<file path="config.mk">
export PLATFORM = sky130hd
export DESIGN_NAME = udp_cmd_rx
export DESIGN_NICKNAME = d
export VERILOG_FILES = /design/src/rtl/udp_cmd_rx.sv
export SDC_FILE = /design/constraint.sdc
export NUM_CORES = 1
export LEC_CHECK = 0
export BUFFER_PORTS_ARGS = -buffer_cell sky130_fd_sc_hd__clkbuf_2
export CAP_MARGIN = 20
export CORE_UTILIZATION = 48
export CTS_CLUSTER_DIAMETER = 30
export CTS_CLUSTER_SIZE = 10
export DETAILED_ROUTE_END_ITERATION = 10
export GPL_ROUTABILITY_DRIVEN = 0
export HOLD_SLACK_MARGIN = 0.15
export PLACE_DENSITY = 0.76
export SYNTH_ARGS = -nofsm -noshare
export SYNTH_HDL_FRONTEND = slang
export SYNTH_SLANG_ARGS = --single-unit
</file>
<file path="constraint.sdc">
create_clock -name aclk -period 3.2 [get_ports aclk]
set_input_delay 0.48 -clock aclk [delete_from_list [all_inputs] [get_ports aclk]]
set_output_delay 0.48 -clock aclk [all_outputs]
set_load 0.02 [all_outputs]
</file>
<file path="src/rtl/udp_cmd_rx.sv">
// UDP payload command decoder: parses header + data words into a registered,
// backpressured write port; reports/drains malformed packets and counts outcomes.
module udp_cmd_rx #(
   parameter int unsigned MAX_LEN   = 64,
   parameter logic [7:0]  OPCODE_WR = 8'hA5
) (
   input  logic        aclk,
   input  logic        areset,
   input  logic [31:0] s_axis_tdata,
   input  logic        s_axis_tvalid,
   input  logic        s_axis_tlast,
   output logic        s_axis_tready,
   output logic        wr_en,
   output logic [15:0] wr_addr,
   output logic [31:0] wr_data,
   input  logic        wr_ready,
   output logic        cmd_done,
   output logic        cmd_err,
   output logic [1:0]  err_code,
   output logic [15:0] pkt_cnt,
   output logic [15:0] err_cnt
);

   typedef enum logic [1:0] {
      S_HDR,
      S_DATA,
      S_DRAIN
   } state_t;

   state_t      state, state_nxt;
   logic [15:0] addr_q;
   logic [7:0]  remaining;
   logic        tready_int;
   logic        hdr_ok;
   logic        load_hdr;
   logic        load_word;
   logic        done_set;
   logic        err_set;
   logic [1:0]  err_sel;

   assign hdr_ok = (s_axis_tdata[31:24] == OPCODE_WR) &&
                   (s_axis_tdata[23:16] != 8'd0) &&
                   (32'(s_axis_tdata[23:16]) <= MAX_LEN);

   // tready is masked while reset is held so every output reads 0 in reset
   assign s_axis_tready = tready_int & ~areset;

   always_ff @(posedge aclk or posedge areset) begin
      if (areset) state <= S_HDR;
      else        state <= state_nxt;
   end

   always_comb begin
      state_nxt  = state;
      tready_int = 1'b0;
      load_hdr   = 1'b0;
      load_word  = 1'b0;
      done_set   = 1'b0;
      err_set    = 1'b0;
      err_sel    = 2'b00;
      case (state)
         S_HDR: begin
            tready_int = 1'b1;
            if (s_axis_tvalid) begin
               // a bad opcode/LEN is reported as bad header even on a one-word packet
               if (!hdr_ok) begin
                  err_set = 1'b1;
                  err_sel = 2'b01;
                  if (!s_axis_tlast) state_nxt = S_DRAIN;
               end else if (s_axis_tlast) begin
                  err_set = 1'b1;
                  err_sel = 2'b10;
               end else begin
                  load_hdr  = 1'b1;
                  state_nxt = S_DATA;
               end
            end
         end
         S_DATA: begin
            tready_int = ~wr_en | wr_ready;
            if (s_axis_tvalid && tready_int) begin
               load_word = 1'b1;
               if (remaining == 8'd1) begin
                  if (s_axis_tlast) begin
                     done_set  = 1'b1;
                     state_nxt = S_HDR;
                  end else begin
                     err_set   = 1'b1;
                     err_sel   = 2'b11;
                     state_nxt = S_DRAIN;
                  end
               end else if (s_axis_tlast) begin
                  err_set   = 1'b1;
                  err_sel   = 2'b10;
                  state_nxt = S_HDR;
               end
            end
         end
         S_DRAIN: begin
            tready_int = 1'b1;
            if (s_axis_tvalid && s_axis_tlast) state_nxt = S_HDR;
         end
         default: state_nxt = S_HDR;
      endcase
   end

   always_ff @(posedge aclk or posedge areset) begin
      if (areset) begin
         addr_q    <= '0;
         remaining <= '0;
         wr_en     <= 1'b0;
         wr_addr   <= '0;
         wr_data   <= '0;
         cmd_done  <= 1'b0;
         cmd_err   <= 1'b0;
         err_code  <= 2'b00;
         pkt_cnt   <= '0;
         err_cnt   <= '0;
      end else begin
         if (load_hdr) begin
            addr_q    <= s_axis_tdata[15:0];
            remaining <= s_axis_tdata[23:16];
         end
         if (load_word) begin
            wr_en     <= 1'b1;
            wr_data   <= s_axis_tdata;
            wr_addr   <= addr_q;
            addr_q    <= addr_q + 16'd1;
            remaining <= remaining - 8'd1;
         end else if (wr_ready) begin
            wr_en <= 1'b0;
         end
         cmd_done <= done_set;
         cmd_err  <= err_set;
         if (err_set) err_code <= err_sel;
         if (cmd_done && (pkt_cnt != '1)) pkt_cnt <= pkt_cnt + 16'd1;
         if (cmd_err  && (err_cnt != '1)) err_cnt <= err_cnt + 16'd1;
      end
   end

endmodule

</file>
==> results_dict.tcl <==
set metrics [dict create \
    status "completed" \
    slew_violations 0 \
    tns_ps 0 \
    grt_overflow_total 0 \
    fin_skew_ps 10.1 \
    area_growth_pct 19.7 \
    postSynthAreaPerCell_um2 9.35 \
    rows 37 \
    fmax_ghz 0.424 \
    root_buffer "clkbuf_8" \
    dpl.hpwl_mm 8.54 \
    reg2reg_depth 6 \
    cts_made_buffers 9 \
    grt_max_degree 50 \
    ys.flop_type "dfrtp_1" \
    core_um2 10300 \
    ir_worst_vdd_mv 0.228 \
    period_needed_ps 2360 \
    netlist_area_um2 5130 \
    drc_errors 0 \
    r2r_setup_slack_ps 840 \
    nets 716 \
    ys_warn_count 0 \
    mostFrequentLayoutCells "nand2_1 (168), clkbuf_2 (122), dfrtp_1 (111), nor2_1 (33), nand3_1 (23)" \
    postSynthCellCount 549 \
    p_per_area_nw_per_um2 431 \
    worstPathArrival_ps 2600 \
    cp.required_ps 3440 \
    cts.sinks 111 \
    cts_tree "yes" \
    htreeDepth 3 \
    async_flop_share 1.00 \
    clock_path_buffers 2 \
    grt_pass1_wl_mm 20.4 \
    crit_cells 6 \
    start_util 0.497 \
    cp_max_fo 4 \
    seq_area_frac_synth 0.541 \
    max_slew_margin 0.560 \
    wl_mm 11.8 \
    critical-path-max-stage-delay_ps 420 \
    num_io_pins 123 \
    insertion_delay_ps 370 \
    vias 4370 \
    p_leak_nw 3.36 \
    clkTransAtPathRegs_ps 100 \
    critPathSlowestCell "dfrtp_1" \
    hp-class "in2async" \
    wl_per_cell_um 14.6 \
    ant_nets 0 \
    crit_path_start_kind "flip-flop" \
    timing.rr.start "remaining[4]$_DFFE_PP0P_" \
    via_per_inst 5.39 \
    die-height_um 105 \
    end_kind "flip-flop" \
    postCtsSetupBuffers 0 \
    synth-edff-count 0 \
    drt_iter0_markers 262 \
    path_buf_inv 0 \
    fp.dieW_um 105 \
    dieArea_um2 11100 \
    ctsHoldBuffers 0 \
    dr.pass1.iters 4 \
    antennaDiodeCount 0 \
    grt_pass1_vias 4320 \
    crit_family "simple AND/OR/NAND/NOR gates" \
    layout_commonest_cell "nand2_1" \
    drive_gt1_frac 0.236 \
    cap_violations 0 \
    rsz0062_at_grt "no" \
    path_cells "nor4_1 -> nand2b_1 -> nor3b_1 -> ha_1 -> o211a_1 -> or3_1" \
    cts_resized 0 \
    yosysUniqueCellTypes 55 \
    antenna_found_initial 0 \
    io_buffers 122 \
    synth_nets 594 \
    tightestPinTransition_ps 658 \
    ys_ff_latch 111 \
    power.total_w 0.00265 \
    finalCritPeriodShare 0.737 \
    hold_violations 0 \
    timing.rr.end "err_code[0]$_DFFE_PP0P_" \
    setup_viol 0 \
    critical_path_class "reg2reg" \
    track_usage 0.228 \
    fillers 918 \
]
==> worst reg2reg max path: stages (launching register included) <==
cell and delay [ps]:
dfrtp_1 420, nor4_1 410, nand2b_1 160, nor3b_1 360, ha_1 350, o211a_1 240
or3_1 300
==> area by class of cell <==
type / instances / area [um^2] / share of cell area
Inverter: 10 / 41.3 / 0.00672
Tap cell: 136 / 170 / 0.0277
Timing Repair Buffer: 132 / 698 / 0.114
Clock buffer: 13 / 179 / 0.0291
Clock inverter: 2 / 37.5 / 0.00611
Multi-Input combinational cell: 407 / 2240 / 0.365
Sequential cell: 111 / 2780 / 0.452
==> Yosys cell counts (2+ instances only) <==
cell / count / area [um^2]
mux2_2: 2 / 22.5
and3_1: 8 / 50.1
o211a_1: 3 / 30.0
nor4_1: 6 / 37.5
o21ai_0: 4 / 20.0
xnor2_1: 11 / 96.3
a31oi_1: 2 / 12.5
buf_2: 3 / 15.0
and2_1: 2 / 12.5
o211ai_1: 6 / 45.0
o21ai_1: 7 / 35.0
clkbuf_1: 15 / 56.3
a21oi_1: 14 / 70.1
nor3_1: 17 / 85.1
a211oi_1: 6 / 45.0
mux2i_1: 3 / 30.0
nor2b_1: 3 / 18.8
or2_2: 2 / 12.5
xor2_1: 18 / 158
a221o_1: 2 / 20.0
nand2_1: 168 / 631
nor2_1: 33 / 124
nand2b_1: 3 / 18.8
nor3b_1: 3 / 22.5
nand4_1: 11 / 68.8
nand3_1: 24 / 120
a211o_1: 2 / 17.5
dfrtp_1: 111 / 2780
inv_1: 10 / 37.5
nor4b_1: 2 / 17.5
a311oi_1: 2 / 17.5
o22ai_1: 3 / 18.8
ha_1: 8 / 100
or3_1: 6 / 37.5
a21o_1: 2 / 15.0
buf_4: 2 / 15.0
and4_1: 7 / 61.3
==> logic make-up (layout without fill, tap and decap cells) <==
group,count (synthesis),count (layout),share of synthesized area
mux,5,5,0.0102
fa+ha+maj,8,8,0.0195
simple gates,302,302,0.269
compound gates,63,63,0.0855
flops,111,111,0.541
buf+inv,31,157,0.0249
xor+xnor,29,29,0.0495
==> registers in the layout, indices dropped and copies added (netlist names) <==
signal	cells
wr_addr	16
pkt_cnt	16
cmd_done	1
remaining	8
err_cnt	16
cmd_err	1
state	2
wr_en	1
err_code	2
addr_q	16
wr_data	32
==> through the flow <==
step / utilization / setup WS (ps) / cells / area, um^2 / hold WS (ps)
2_1_floorplan: - / 954 / 549 / 5140 / 447
3_3_place_gp: 0.574 / 658 / 796 / 5930 / 459
3_5_place_dp: 0.574 / 531 / 796 / 5930 / 461
4_1_cts: 0.595 / 818 / 811 / 6140 / 190
5_1_grt: 0.595 / 599 / 811 / 6140 / 213
6_report: 0.595 / 842 / 811 / 6140 / 184
==> power breakdown <==
group	internal, W	switching, W	total [W]
clock network	0.000444	0.000454	0.000899
logic	0.0000963	0.000164	0.000260
registers	0.00144	0.0000497	0.00149
==> metal layers <==
metal	vias to the layer above	GRT usage	part of all wire	wire length (um)
met5	-	0	0	0
met4	0	0.0875	0.014	163
met3	16	0.0365	0.047	556
met2	124	0.359	0.47	5560
met1	2118	0.317	0.47	5540
li1	2112	-	-	-
==> how the worst max path moves through the flow <==
stage,startpoint,to,slack (ps)
after detailed placement,s_axis_tdata[16],addr_q[13]$_DFFE_PP0P_,530
after floorplan,s_axis_tdata[16],err_code[0]$_DFFE_PP0P_,950
after global routing,state[1]$_DFFE_PP0P_,addr_q[12]$_DFFE_PP0P_,600
after CTS,remaining[4]$_DFFE_PP0P_,err_code[0]$_DFFE_PP0P_,820
after global placement,s_axis_tdata[16],addr_q[4]$_DFFE_PP0P_,660
final,remaining[4]$_DFFE_PP0P_,err_code[0]$_DFFE_PP0P_,840
Power figures use the tool's default switching activity.
